File: src/rtl/pulse_sched_if.sv
// Bundle of configuration, control and status signals between a pulse_sched
// instance and the logic that programs and observes it.
interface pulse_sched_if #(
  parameter int CNT_W  = 12,
  parameter int WID_W  = 8,
  parameter int PCNT_W = 8
);
  logic [1:0]        cfg_mode;
  logic [CNT_W-1:0]  cfg_delay;
  logic [WID_W-1:0]  cfg_width;
  logic              arm;
  logic              finished;
  logic              abort;
  logic              pulse;
  logic              pulse_rise;
  logic              busy;
  logic [PCNT_W-1:0] pulse_cnt;

  modport master (
    output cfg_mode, cfg_delay, cfg_width, arm, finished, abort,
    input  pulse, pulse_rise, busy, pulse_cnt
  );

  modport slave (
    input  cfg_mode, cfg_delay, cfg_width, arm, finished, abort,
    output pulse, pulse_rise, busy, pulse_cnt
  );
endinterface

File: src/rtl/pulse_sched.sv
// Start-pulse scheduler: programmable delay, then a level or fixed-width pulse,
// optionally repeating; arms itself once out of reset when AUTO_START is set.
module pulse_sched #(
  parameter int               CNT_W      = 12,
  parameter int               WID_W      = 8,
  parameter logic [CNT_W-1:0] INIT_DELAY = 12'hffc,
  parameter bit               AUTO_START = 1'b1,
  parameter int               PCNT_W     = 8
) (
  input  logic        sys_clk,
  input  logic        sys_rst_n,
  pulse_sched_if.slave bus
);

  typedef enum logic [1:0] {
    ST_IDLE   = 2'd0,
    ST_DELAY  = 2'd1,
    ST_ACTIVE = 2'd2
  } state_t;

  localparam logic [CNT_W-1:0]  CNT_ZERO  = {CNT_W{1'b0}};
  localparam logic [CNT_W-1:0]  CNT_ONE   = {{(CNT_W-1){1'b0}}, 1'b1};
  localparam logic [WID_W-1:0]  WID_ZERO  = {WID_W{1'b0}};
  localparam logic [WID_W-1:0]  WID_ONE   = {{(WID_W-1){1'b0}}, 1'b1};
  localparam logic [PCNT_W-1:0] PCNT_ZERO = {PCNT_W{1'b0}};
  localparam logic [PCNT_W-1:0] PCNT_ONE  = {{(PCNT_W-1){1'b0}}, 1'b1};

  state_t            state_r;
  logic [CNT_W-1:0]  cnt_r;
  logic [WID_W-1:0]  wcnt_r;
  logic [1:0]        mode_r;
  logic              pulse_r;
  logic              rise_r;
  logic              busy_r;
  logic [PCNT_W-1:0] pcnt_r;
  logic [WID_W-1:0]  width_ld_s;
  logic              active_end_s;

  // Width load value and end-of-active condition (mode_r bit0 selects WIDTH).
  always_comb begin
    width_ld_s   = (bus.cfg_width == WID_ZERO) ? WID_ONE : bus.cfg_width;
    active_end_s = bus.finished || (mode_r[0] && (wcnt_r == WID_ONE));
  end

  // Scheduler state machine with registered outputs.
  always_ff @(posedge sys_clk or negedge sys_rst_n) begin
    if (!sys_rst_n) begin
      state_r <= AUTO_START ? ST_DELAY : ST_IDLE;
      cnt_r   <= AUTO_START ? INIT_DELAY : CNT_ZERO;
      busy_r  <= AUTO_START;
      wcnt_r  <= WID_ZERO;
      mode_r  <= 2'b00;
      pulse_r <= 1'b0;
      rise_r  <= 1'b0;
      pcnt_r  <= PCNT_ZERO;
    end else begin
      rise_r <= 1'b0;
      if (bus.abort) begin
        state_r <= ST_IDLE;
        busy_r  <= 1'b0;
        pulse_r <= 1'b0;
      end else begin
        case (state_r)
          ST_IDLE: begin
            // finished in the same cycle suppresses a pending arm
            if (bus.arm && !bus.finished) begin
              mode_r  <= bus.cfg_mode;
              cnt_r   <= bus.cfg_delay;
              state_r <= ST_DELAY;
              busy_r  <= 1'b1;
            end else begin
              state_r <= ST_IDLE;
            end
          end
          ST_DELAY: begin
            if (bus.finished) begin
              state_r <= ST_IDLE;
              busy_r  <= 1'b0;
            end else if (cnt_r == CNT_ZERO) begin
              state_r <= ST_ACTIVE;
              pulse_r <= 1'b1;
              rise_r  <= 1'b1;
              pcnt_r  <= pcnt_r + PCNT_ONE;
              wcnt_r  <= width_ld_s;
            end else begin
              cnt_r <= cnt_r - CNT_ONE;
            end
          end
          ST_ACTIVE: begin
            if (active_end_s) begin
              pulse_r <= 1'b0;
              if (mode_r[1]) begin
                cnt_r   <= bus.cfg_delay;
                state_r <= ST_DELAY;
              end else begin
                state_r <= ST_IDLE;
                busy_r  <= 1'b0;
              end
            end else if (mode_r[0] && (wcnt_r != WID_ZERO)) begin
              wcnt_r <= wcnt_r - WID_ONE;
            end else begin
              wcnt_r <= wcnt_r;
            end
          end
          default: begin
            state_r <= ST_IDLE;
            busy_r  <= 1'b0;
            pulse_r <= 1'b0;
          end
        endcase
      end
    end
  end

  assign bus.pulse      = pulse_r;
  assign bus.pulse_rise = rise_r;
  assign bus.busy       = busy_r;
  assign bus.pulse_cnt  = pcnt_r;

endmodule
File: src/flat_wrapper.sv
// flat-port wrapper written by rule: the top's interface ports become plain ports
module pulse_sched_flat 
#(
  parameter int               CNT_W      = 12,
  parameter int               WID_W      = 8,
  parameter logic [CNT_W-1:0] INIT_DELAY = 12'hffc,
  parameter bit               AUTO_START = 1'b1,
  parameter int               PCNT_W     = 8
)
  (sys_clk, sys_rst_n, bus_cfg_mode, bus_cfg_delay, bus_cfg_width, bus_arm, bus_finished, bus_abort, bus_pulse, bus_pulse_rise, bus_busy, bus_pulse_cnt);
  pulse_sched_if #(.CNT_W(CNT_W), .WID_W(WID_W), .PCNT_W(PCNT_W)) bus_i ();
  input  logic sys_clk;
  input  logic sys_rst_n;
  input wire logic [$bits(bus_i.cfg_mode)-1:0] bus_cfg_mode;
  input wire logic [$bits(bus_i.cfg_delay)-1:0] bus_cfg_delay;
  input wire logic [$bits(bus_i.cfg_width)-1:0] bus_cfg_width;
  input wire logic [$bits(bus_i.arm)-1:0] bus_arm;
  input wire logic [$bits(bus_i.finished)-1:0] bus_finished;
  input wire logic [$bits(bus_i.abort)-1:0] bus_abort;
  output wire logic [$bits(bus_i.pulse)-1:0] bus_pulse;
  output wire logic [$bits(bus_i.pulse_rise)-1:0] bus_pulse_rise;
  output wire logic [$bits(bus_i.busy)-1:0] bus_busy;
  output wire logic [$bits(bus_i.pulse_cnt)-1:0] bus_pulse_cnt;
  assign bus_i.cfg_mode = bus_cfg_mode;
  assign bus_i.cfg_delay = bus_cfg_delay;
  assign bus_i.cfg_width = bus_cfg_width;
  assign bus_i.arm = bus_arm;
  assign bus_i.finished = bus_finished;
  assign bus_i.abort = bus_abort;
  assign bus_pulse = bus_i.pulse;
  assign bus_pulse_rise = bus_i.pulse_rise;
  assign bus_busy = bus_i.busy;
  assign bus_pulse_cnt = bus_i.pulse_cnt;
  pulse_sched #(.CNT_W(CNT_W), .WID_W(WID_W), .INIT_DELAY(INIT_DELAY), .AUTO_START(AUTO_START), .PCNT_W(PCNT_W)) u_core (.sys_clk(sys_clk), .sys_rst_n(sys_rst_n), .bus(bus_i));
endmodule
File: config.mk
export PLATFORM = sky130hd
export DESIGN_NAME = pulse_sched_flat
export DESIGN_NICKNAME = d
export VERILOG_FILES = /design/src/rtl/pulse_sched_if.sv /design/src/rtl/pulse_sched.sv /design/src/flat_wrapper.sv
export SDC_FILE = /design/constraint.sdc
export NUM_CORES = 1
export LEC_CHECK = 0
export BUFFER_PORTS_ARGS = -buffer_cell sky130_fd_sc_hd__buf_4
export CORE_MARGIN = 2
export CORE_UTILIZATION = 38
export DETAILED_ROUTE_END_ITERATION = 7
export PLACE_DENSITY_LB_ADDON = 0.12
export SYNTH_ARGS = -nofsm -noshare
export SYNTH_HDL_FRONTEND = slang
export SYNTH_SLANG_ARGS = --single-unit
File: constraint.sdc
create_clock -name sys_clk -period 4.6 [get_ports sys_clk]
set_input_delay 0.23 -clock sys_clk [delete_from_list [all_inputs] [get_ports sys_clk]]
set_output_delay 0.23 -clock sys_clk [all_outputs]
set_load 0.03 [all_outputs]
After elaboration in Yosys (flattened, before gate mapping)
Cells that the tools add are included.

Register bits: 35. Word-level logic and storage cells: 84. Output and inout bits: 11.

Equal/unequal tests: 19. Add/subtract/negate cells: 3. Bitwise gates (word level): 2. Reduce and logical (&&, ||, !) cells: 18. Mux-type cells: 34.

Operators with widths (number): 2-to-1 mux 12 bit (5); 2-to-1 mux 8 bit (5); one-hot mux 12 bit (3 select lines) (1); one-hot mux 8 bit (2 select lines) (1); 2-to-1 mux 1 bit (15); logical NOT 12 bit (1); AND reduction 4 bit (3); subtractor 12 x 1 -> 12 bit (second input constant) (1); != test 2 x 1 -> 1 bit (second input constant) (5); != test 3 x 2 -> 1 bit (second input constant) (3); != test 3 bit (second input constant) (3); adder 8 x 1 -> 8 bit (second input constant) (1); == test 8 x 1 -> 1 bit (second input constant) (1); logical NOT 8 bit (1); 2-to-1 mux 2 bit (4); != test 2 bit (second input constant) (4); nonzero test 8 bit (1); subtractor 8 x 1 -> 8 bit (second input constant) (1); AND reduction 7 bit (1); one-hot mux 1 bit (3 select lines) (2); one-hot mux 2 bit (3 select lines) (1); AND reduction 6 bit (1); != test 4 x 3 -> 1 bit (second input constant) (1); logical AND 1 bit (3); other kinds (10) (11).

Logic depth before layout (Yosys ltp)
Gate-level depths: netlist of the first run.

Depth after elaboration: 6. Gate-level depth with buffers: 9.

Worst setup path after synthesis of the first run
No wires, ideal clock.

Path type: reg2reg. Start point: reg u_core.cnt_r[0]. End point: reg u_core.cnt_r[10]. Cell stages (with the launch flop): 10. Buffers on the path: 2. Library setup time: 0.082 ns. Required time: 4.518 ns. Slack: 2.269 ns. Data arrival time: 2.248 ns. Cells stage by stage: dfrtp_1 > inv_1 > ha_1 > or4b_1 > buf_2 > or4_4 > nand2b_2 > buf_6 > inv_4 > mux2_4.

Longest elaborated chain between the ends: 4. Elaborated cells between the ends (all ways): 7.

RTL lines: from (decl) (RTL line pulse_sched.sv:29) `logic [CNT_W-1:0] cnt_r;`; from (signal assigned) (RTL line pulse_sched.sv:49) `cnt_r <= AUTO_START ? INIT_DELAY : CNT_ZERO;`; from (signal assigned) (RTL line pulse_sched.sv:68) `cnt_r <= bus.cfg_delay;`; from (signal assigned) (RTL line pulse_sched.sv:86) `cnt_r <= cnt_r - CNT_ONE;`; subtractor 12 x 1 -> 12 bit (RTL line pulse_sched.sv:86); 2-to-1 mux 12 bit (RTL line pulse_sched.sv:79) `end else if (cnt_r == CNT_ZERO) begin`; 2-to-1 mux 12 bit (RTL line pulse_sched.sv:76) `if (bus.finished) begin`; one-hot mux 12 bit (3 select lines) (RTL line pulse_sched.sv:63) `case (state_r)`.

Parallel ways exist; a longest one is shown, timed or not. The select of a mux whose other input is x is not followed. A chain may end at the register's enable or synchronous reset.

Worst setup path in the final report of the first run
Start point: reg u_core.cnt_r[0]. End point: reg u_core.wcnt_r[3].

Longest elaborated chain between the ends: 3.

RTL lines: logical NOT 12 bit (RTL line pulse_sched.sv:79); != test 2 x 1 -> 1 bit (no line); AND reduction 6 bit (no line); to (signal assigned) (RTL line pulse_sched.sv:84) `wcnt_r <= width_ld_s;`; to (signal assigned) (RTL line pulse_sched.sv:100) `wcnt_r <= wcnt_r - WID_ONE;`; to (signal assigned) (RTL line pulse_sched.sv:102) `wcnt_r <= wcnt_r;`; to (decl) (RTL line pulse_sched.sv:30) `logic [WID_W-1:0] wcnt_r;`.

No other way between the ends.

==> results of run 1 <==
==> cell families (layout without fill, tap and decap cells) <==
logic type / count (synthesis) / after routing / share of synthesized area
flops: 35 / 35 / 0.419
buf+inv: 20 / 52 / 0.0447
compound gates: 64 / 64 / 0.182
fa+ha+maj: 6 / 6 / 0.0353
mux: 7 / 7 / 0.0394
simple gates: 89 / 89 / 0.231
xor+xnor: 12 / 12 / 0.0494
==> sequential cells by signal, indices dropped and copies added (netlist names) <==
signal,cells
u_core.state_r,2
u_core.wcnt_r,8
u_core.cnt_r,12
u_core.bus.pulse_rise,1
u_core.bus.pulse_cnt,8
u_core.bus.pulse,1
u_core.mode_r,2
u_core.bus.busy,1
==> worst register-to-register path, delay by kind of cell, from the launching register on <==
kind,cells,cell delay (ns)
AO/OA/AOI/OAI,3,0.65
adder cells (fa/ha/maj),1,0.14
buffers and inverters,1,0.11
flip-flops,1,0.41
AND/OR/NAND/NOR,2,1.29
==> metrics by stage <==
stage / util / worst slack, ns / cell area [sq um]
2_1_floorplan: - / 2.27 / 2130
3_3_place_gp: 0.446 / 1.92 / 2420
3_5_place_dp: 0.446 / 1.82 / 2420
4_1_cts: 0.464 / 1.84 / 2530
5_1_grt: 0.464 / 1.57 / 2530
6_report: 0.464 / 1.87 / 2530
==> routing by layer <==
metal  vias to the layer above  global-route usage
met4                         0              0.0690
met3                        10              0.0352
met2                        38               0.256
met1                       828               0.225
met5                         -                   0
li1                        909                   -
==> Yosys cell counts, types with 2 or more instances <==
master    count
nor2_1       27
dfrtp_1      23
o21ai_0      20
a21oi_1      15
nand2_1      15
dfstp_2      12
clkbuf_1      9
nor4_1        9
nor3_1        7
xor2_1        7
ha_1          6
inv_1         5
nand4_1       5
o21ai_1       5
xnor2_1       5
nand2b_1      4
nand3_1       4
a211oi_1      3
a31oi_1       3
mux2_2        3
a22oi_1       2
buf_2         2
buf_6         2
mux2_4        2
mux2i_1       2
nor2b_1       2
o21bai_1      2
o22a_1        2
o22ai_1       2
o31ai_1       2
or4_1         2
or4b_1        2
==> power by group through the flow <==
stage                      logic, W  clock network (W)  registers, W
after global placement     0.000132                  0      0.000390
after detailed placement   0.000132                  0      0.000390
final                      0.000133           0.000231      0.000385
after global routing       0.000148           0.000254      0.000391
after CTS                  0.000133           0.000241      0.000385
after floorplan           0.0000930                  0      0.000378
==> cell type report <==
class                   count  area (sq um)
clock inverters             1          5.00
flip-flops and latches     35           891
fillers                   562          2910
clock buffers               7          86.3
multi-input cells         178          1140
repair buffers             38           288
well taps                  72          90.1
inverters                   6          25.0
==> worst min-delay path by stage <==
stage / startpoint / endpoint / depth (start not counted)
6_report: bus_abort / u_core.bus.pulse / 2
5_1_grt: bus_cfg_mode[1] / u_core.mode_r[1] / 2
4_1_cts: bus_abort / u_core.bus.pulse / 2
3_5_place_dp: sys_rst_n / u_core.wcnt_r[7] / 1
3_3_place_gp: sys_rst_n / u_core.cnt_r[0] / 1
2_1_floorplan: sys_rst_n / u_core.bus.pulse / 0
==> what timing repair did <==
action                                  in CTS  in global routing
endpoints found under the hold margin       23                  0
endpoints found under the setup margin       0                  0
hold buffers                                 1                  0
buffers inserted                             0                  0
resized for setup                            0                  0
==> reports/metrics.yaml, run 1 <==
dieWidth_um: 78.8
hpwl_um: 3420
crit_family: "simple AND/OR/NAND/NOR gates"
p_sw_w: 0.000215
drv_slew: 0
p_seq_frac: 0.515
hold_class: "in -> reg"
dp_cells: 328
wl_met1_um: 2300
n_antenna_cell: 0
portBuffers: 37
dieArea_sq_mm: 0.00621
crit_start: "u_core.cnt_r[0]"
cts_sinks: 35
ys_warn_count: 0
cts_tree: "built"
stdcell_count: 337
globalplace.congestion: 0.819
p_total_w: 0.000749
cp_slowest_cell: "nor4_1"
leakage_nw: 1.10
hold_viol_final: 0
drt_iter0_drc: 69
rows: 27
synth.area.top_cells: "dfrtp_1 27%, dfstp_2 15%, nor2_1 4.8%"
synthesis.area_sq_mm: 0.00213
comb_power_share: 0.177
worst_pin_slew_ns: 0.904
fin_crit_ns: 2.73
grt_max_degree: 36
synth.largest_area_cell: "dfrtp_1"
ant_nets: 0
ys_types: 54
antenna_found_initial: 0
rsz0062_at_grt: "no"
fmax_mhz: 366
via_count: 1785
numCtsBuffers: 5
wl_met3_um: 184
remaining_drc_errors: 0
max_stage_delay_ns: 0.72
rr_worst_depth: 7
avgSynthCellArea_sq_um: 9.13
die_h_um: 78.8
p_clk_frac: 0.308
fin_nets: 297
finalSetupTns_ns: 0
path_max_fanout: 16
cap_violations: 0
grt_pass1_wl_um: 8110
clock_skew_ns: 0.00842
cts_max_path_buffers: 2
layout_worst_path_cycle_share: 0.594
path_cells: "inv_1, ha_1, or4b_1, nor4_1, o21ai_2, o21ai_0, o21ai_1"
r2r_slack_ns: 1.87
hold_slack_ns: 0.162
htree_levels: 2
yosysTopAreaCellShare: 0.271
maxUsedRoutingLayer: "met4"
cp-end-kind: "register"
grt_overflow: 0
ys_seq_area_frac: 0.419
cts-root-buf: "clkbuf_8"
netlist_instances: 233
startpoint_type: "register"
grtUsageTotal: 0.166
mostFrequentLayoutCells: "37 x buf_4, 27 x nor2_1, 23 x dfrtp_1, 20 x o21ai_0"
critical_path_class: "reg -> reg"
syn2layout_area_growth_pct: 18.8
cp_num_buf_inv: 1
wl_um: 4780
wl_met2_um: 2190
grt_pass1_vias: 1735
final_common_cell: "buf_4"
intPower_w: 0.000534
layout-drive-gt1-share: 0.257
status: "finished, final reports clean"
clk_pin_slew_ns: 0.07
synth_fp_nets: 266
irDropWorstVdd_mv: 0.146
core_area_sq_mm: 0.00544
cp.required_ns: 4.76
via_per_inst: 5.30
p_sw_frac: 0.287
cp.depth: 7
drt-wirelength-per-cell_um: 14.2
power.density_mw_per_mm2: 296
arrival_ns: 2.89
first_pass_iters: 4
r2r-start: "u_core.cnt_r[0]"
synth_ff_type: "dfrtp_1"
synth_edf_count: 0
clock_latency_ns: 0.29
endpoint: "u_core.wcnt_r[3]"
setup_viol: 0
async_flop_share: 1.00
relSlewSlack: 0.392
synth-seq-cells: 35
start_util: 0.391
timing.rr.end: "u_core.wcnt_r[3]"
io_pins: 38
Power figures use the tool's default switching activity.
==> run 2, diff against run 1 <==
==> constraint.sdc (replaced) <==
create_clock -name sys_clk -period 2.8 [get_ports sys_clk]
set_input_delay 0.14 -clock sys_clk [delete_from_list [all_inputs] [get_ports sys_clk]]
set_output_delay 0.14 -clock sys_clk [all_outputs]
set_load 0.03 [all_outputs]
==> reports/metrics.yaml, run 2 (synthesis gave the netlist of run 1 again) <==
cp_slowest_cell: "or4_4"  # was nor4_1
irDropWorstVdd_mv: 0.241  # was 0.146 mV
fill_cells: 532  # was 562
power.density_mw_per_mm2: 489  # was 296 mW/mm^2
cap_violations: 0  # unchanged
r2r_slack_ns: 0.28  # was 1.87 ns
dieArea_sq_mm: 0.00621  # unchanged
seqCellArea_sq_um: 891  # unchanged
arrival_ns: 2.74  # was 2.89 ns
stdcell_count: 345  # was 337
start_util: 0.391  # unchanged
hpwl_um: 3570  # was 3420 um
die_h_um: 78.8  # unchanged
n_antenna_cell: 0  # unchanged
io_pins: 38  # unchanged
crit_family: "simple AND/OR/NAND/NOR gates"  # unchanged
grt_pass1_wl_um: 8360  # was 8110 um
fin_util: 0.477  # was 0.464
cts_sinks: 35  # unchanged
startpoint_type: "register"  # unchanged
rows: 27  # unchanged
grt_max_degree: 36  # unchanged
htree_levels: 2  # unchanged
post_cts_buffers: 0  # unchanged
setup_viol: 0  # unchanged
grt_pass1_vias: 1756  # was 1735
worst_pin_slew_ns: 0.633  # was 0.904 ns
syn2layout_area_growth_pct: 22.0  # was 18.8%
mostFrequentLayoutCells: "45 x buf_4, 27 x nor2_1, 23 x dfrtp_1, 20 x o21ai_0"  # was 37 x buf_4, 27 x nor2_1, 23 x dfrtp_1, 20 x o21ai_0
final_common_cell: "buf_4"  # unchanged
clock_latency_ns: 0.29  # about the same
numCtsBuffers: 5  # unchanged
relSlewSlack: 0.578  # was 0.392
globalplace.congestion: 0.847  # was 0.819
grt_overflow: 0  # unchanged
layout_worst_path_cycle_share: 0.900  # was 0.594
multi_input_area_sq_mm: 0.00114  # unchanged
grtUsageTotal: 0.173  # was 0.166
ant_nets: 0  # unchanged
cts-root-buf: "clkbuf_8"  # unchanged
remaining_drc_errors: 0  # unchanged
core_area_sq_mm: 0.00544  # unchanged
cp_num_buf_inv: 2  # was 1
cts_max_path_buffers: 2  # unchanged
cts_tree: "built"  # unchanged
drt_iter0_drc: 87  # was 69
finalSetupTns_ns: 0  # unchanged
hold_class: "in -> reg"  # unchanged
via_per_inst: 5.32  # was 5.30
clock_skew_ns: 0.00738  # was 0.00842 ns
layout-drive-gt1-share: 0.278  # was 0.257
leakage_nw: 1.14  # was 1.10 nW
dieWidth_um: 78.8  # unchanged
fmax_mhz: 397  # was 366 MHz
first_pass_iters: 5  # was 4
rsz0062_at_grt: "no"  # unchanged
fin_nets: 305  # was 297
dp_cells: 336  # was 328
cp.required_ns: 3.02  # was 4.76 ns
portBuffers: 37  # unchanged
fin_crit_ns: 2.52  # was 2.73 ns
path_max_fanout: 9  # was 16
drt-wirelength-per-cell_um: 14.5  # was 14.2 um
antenna_found_initial: 0  # unchanged
via_count: 1837  # was 1785
path_cells: "inv_1, ha_1, or4b_1, or4_4, nand2b_2, inv_4, mux2_4"  # was inv_1, ha_1, or4b_1, nor4_1, o21ai_2, o21ai_0, o21ai_1
clk_pin_slew_ns: 0.07  # about the same
regMostFlops: "u_core.cnt_r"  # unchanged
critical_path_class: "reg -> reg"  # unchanged
drv_slew: 0  # unchanged
largest_reg_flops: 12  # unchanged
wl_um: 5010  # was 4780 um
hold_viol_final: 0  # unchanged
max_stage_delay_ns: 0.63  # was 0.72 ns
status: "finished, final reports clean"  # unchanged
cp-end-kind: "register"  # unchanged
==> run 2: cell count changes in the layout (fill, tap and decap cells not counted) <==
cell,change
clkinv_2,-1
clkbuf_8,+1
buf_4,+8
==> run 2: power by group <==
group / internal [W] / switching [W] / total, W / leakage [nW]
logic: 0.000108 / 0.000118 / 0.000227 / 0.652
clock network: 0.000225 / 0.000184 / 0.000409 / 0.0515
registers: 0.000578 / 0.0000572 / 0.000635 / 0.438
total: 0.000911 / 0.000360 / 0.00127 / 1.14
==> run 2: worst paths after layout <==
path                            cells after the start                to            start
worst max-delay path                                7  u_core.cnt_r[10]  u_core.cnt_r[0]
min in group asynchronous                           2  u_core.wcnt_r[5]        sys_rst_n
worst min register to register                      2   u_core.bus.busy  u_core.bus.busy
worst max register to register                      7  u_core.cnt_r[10]  u_core.cnt_r[0]
worst min-delay path                                2  u_core.bus.pulse        bus_abort
max in group asynchronous                           2   u_core.bus.busy        sys_rst_n
==> run 2: timing repair <==
action                                 4_1_cts  5_1_grt
resized for setup                            0        0
endpoints found under the hold margin       23        0
hold buffers                                 1        0
==> run 2: through the flow <==
step / total power (W) / cell area [sq um] / hold WS (ns) / setup WS, ns
final: 0.00127 / 2590 / 0.0730 / 0.279
after floorplan: 0.000774 / 2130 / -0.156 / 0.469
after global placement: 0.000870 / 2480 / 0.131 / 0.337
after CTS: 0.00129 / 2590 / 0.0701 / 0.285
after detailed placement: 0.000869 / 2480 / 0.132 / 0.298
after global routing: 0.00135 / 2590 / 0.0676 / 0.110
==> run 2: routing by layer <==
layer	share of wire	up-vias	track usage	wire length, um
li1	-	927	-	-
met1	0.47	861	0.230	2370
met2	0.46	40	0.270	2320
met3	0.046	9	0.0420	229
met4	0.019	0	0.0724	95
met5	0	-	0	0
==> run 2: layout make-up <==
cell class,instances,area share
multi-input cells,178,0.440
flip-flops and latches,35,0.343
repair buffers,46,0.134
clock buffers,8,0.0386
well taps,72,0.0347
inverters,6,0.00964
==> run 3, diff against run 2 <==
--- a/config.mk
+++ b/config.mk
@@ -7,9 +7,10 @@
 export LEC_CHECK = 0
 export BUFFER_PORTS_ARGS = -buffer_cell sky130_fd_sc_hd__buf_4
 export CORE_MARGIN = 2
-export CORE_UTILIZATION = 38
+export CORE_UTILIZATION = 45
 export DETAILED_ROUTE_END_ITERATION = 7
 export PLACE_DENSITY_LB_ADDON = 0.12
+export REMOVE_ABC_BUFFERS = 1
 export SYNTH_ARGS = -nofsm -noshare
 export SYNTH_HDL_FRONTEND = slang
 export SYNTH_SLANG_ARGS = --single-unit
==> reports/metrics.yaml, run 3 (synthesis gave the netlist of run 1 again) <==
status: "finished, final reports clean"  # unchanged
timing.rr.end: "u_core.cnt_r[10]"  # unchanged
dp_cells: 317  # was 336
cp_slowest_cell: "or4_4"  # unchanged
setup_viol: 0  # unchanged
worst_pin_slew_ns: 0.906  # was 0.633 ns
rr_worst_depth: 7  # unchanged
leakage_nw: 1.15  # was 1.14 nW
cts-root-buf: "clkbuf_8"  # unchanged
via_per_inst: 5.67  # was 5.32
stdcell_count: 326  # was 345
holdPathStages: 2  # unchanged
post_cts_buffers: 0  # unchanged
cts_sinks: 35  # unchanged
cts_tree: "built"  # unchanged
fmax_mhz: 396  # was 397 MHz
syn2layout_area_growth_pct: 21.4  # was 22.0%
n_antenna_cell: 0  # unchanged
clock_latency_ns: 0.29  # about the same
rsz0062_at_grt: "no"  # unchanged
remaining_drc_errors: 0  # unchanged
grt_max_degree: 36  # unchanged
startpoint_type: "register"  # unchanged
cp.required_ns: 3.02  # about the same
core_area_sq_mm: 0.00463  # was 0.00544 sq mm
max_stage_delay_ns: 0.63  # about the same
drt_iter0_drc: 71  # was 87
drt-wirelength-per-cell_um: 14.8  # was 14.5 um
grtUsageTotal: 0.201  # was 0.173
maxUsedRoutingLayer: "met4"  # unchanged
wl_um: 4820  # was 5010 um
globalplace.congestion: 0.913  # was 0.847
relSlewSlack: 0.390  # was 0.578
wl_met1_um: 2190  # was 2370 um
r2r-start: "u_core.cnt_r[0]"  # unchanged
cts_resized: 0  # unchanged
via_count: 1850  # was 1837
arrival_ns: 2.74  # about the same
ant_nets: 0  # unchanged
min_to: "u_core.bus.pulse"  # unchanged
dieWidth_um: 72.8  # was 78.8 um
fin_nets: 304  # was 305
drv_slew: 0  # unchanged
critical_path_class: "reg -> reg"  # unchanged
largest_reg_flops: 12  # unchanged
final_common_cell: "buf_4"  # unchanged
cts_max_path_buffers: 2  # unchanged
dieArea_sq_mm: 0.00529  # was 0.00621 sq mm
layout_worst_path_cycle_share: 0.901  # was 0.900
r2r_slack_ns: 0.28  # about the same
grt_pass1_wl_um: 8210  # was 8360 um
cts_hold_buf: 1  # unchanged
clock_skew_ns: 0.0111  # was 0.00738 ns
mostFrequentLayoutCells: "44 x buf_4, 27 x nor2_1, 23 x dfrtp_1, 20 x o21ai_0"  # was 45 x buf_4, 27 x nor2_1, 23 x dfrtp_1, 20 x o21ai_0
cap_violations: 0  # unchanged
start_util: 0.459  # was 0.391
path_cells: "inv_1, ha_1, or4b_1, or4_4, nand2b_2, inv_4, mux2_4"  # unchanged
power.density_mw_per_mm2: 517  # was 489 mW/mm^2
fill_cells: 457  # was 532
grt_overflow: 0  # unchanged
hpwl_um: 3470  # was 3570 um
p_total_w: 0.00133  # was 0.00127 W
numCtsBuffers: 5  # unchanged
cp-end-kind: "register"  # unchanged
wl_met2_um: 2380  # was 2320 um
layout-drive-gt1-share: 0.279  # was 0.278
hp-start: "bus_abort"  # unchanged
wl_met3_um: 159  # was 229 um
irDropWorstVdd_mv: 0.436  # was 0.241 mV
grt_pass1_vias: 1727  # was 1756
hold_class: "in -> reg"  # unchanged
portBuffers: 37  # unchanged
first_pass_iters: 4  # was 5
clk_pin_slew_ns: 0.07  # about the same
io_pins: 38  # unchanged
fin_crit_ns: 2.52  # about the same
finalSetupTns_ns: 0  # unchanged
hold_viol_final: 0  # unchanged
regMostFlops: "u_core.cnt_r"  # unchanged
rows: 25  # was 27
die_h_um: 72.8  # was 78.8 um
antenna_found_initial: 0  # unchanged
htree_levels: 2  # unchanged
path_max_fanout: 9  # unchanged
[run 3: cell types whose count changed in the layout (fill, tap and decap cells not counted), sizes merged]
cell    delta
clkbuf     -2
buf        -1
bufinv     +1
clkinv     +1
[run 3: layout make-up]
type                            instances  area [sq um]  area share
Clock inverter                          2          35.0      0.0136
Inverter                                6          25.0     0.00969
Multi-Input combinational cell        178          1140       0.442
Clock buffer                            6          82.6      0.0320
Sequential cell                        35           891       0.345
Tap cell                               54          67.6      0.0262
Timing Repair Buffer                   45           340       0.132
[run 3: worst max path at each step]
stage                    start               end  slack [ns]  cells after the start
4_1_cts        u_core.cnt_r[0]   u_core.cnt_r[9]        0.28                      7
2_1_floorplan  u_core.cnt_r[0]  u_core.wcnt_r[3]        0.47                      7
3_3_place_gp   u_core.cnt_r[0]   u_core.cnt_r[9]        0.36                      7
5_1_grt        u_core.cnt_r[0]  u_core.wcnt_r[5]        0.07                      7
6_report       u_core.cnt_r[0]  u_core.cnt_r[10]        0.28                      7
3_5_place_dp   u_core.cnt_r[0]   u_core.cnt_r[9]        0.29                      7
[run 3: metal layers]
metal	vias to the layer above	GRT usage
met5	-	0
met3	8	0.0456
met2	32	0.321
li1	926	-
met1	884	0.259
met4	0	0.0947
[run 3: report_power, final]
part	leakage (nW)	internal (W)	switching, W	total [W]
registers	0.438	0.000578	0.0000565	0.000634
clock network	0.0612	0.000288	0.000189	0.000477
logic	0.646	0.000106	0.000118	0.000223
[run 3: critical path, delay by kind of cell (launching register included)]
family,cells,cell delay [ns]
mux,1,0.30
buf+inv,2,0.19
flops,1,0.41
simple gates,3,1.41
fa+ha+maj,1,0.14
[run 3: per-stage QoR]
stage | setup slack, ns | hold WS [ns] | cell area, sq um | utilization
floorplan | 0.471 | -0.156 | 2060 | -
detailed placement | 0.290 | 0.123 | 2450 | 0.530
finish | 0.277 | 0.0695 | 2580 | 0.558
CTS | 0.283 | 0.0620 | 2580 | 0.558
global route | 0.0683 | 0.0603 | 2580 | 0.558
global placement | 0.362 | 0.123 | 2450 | 0.530
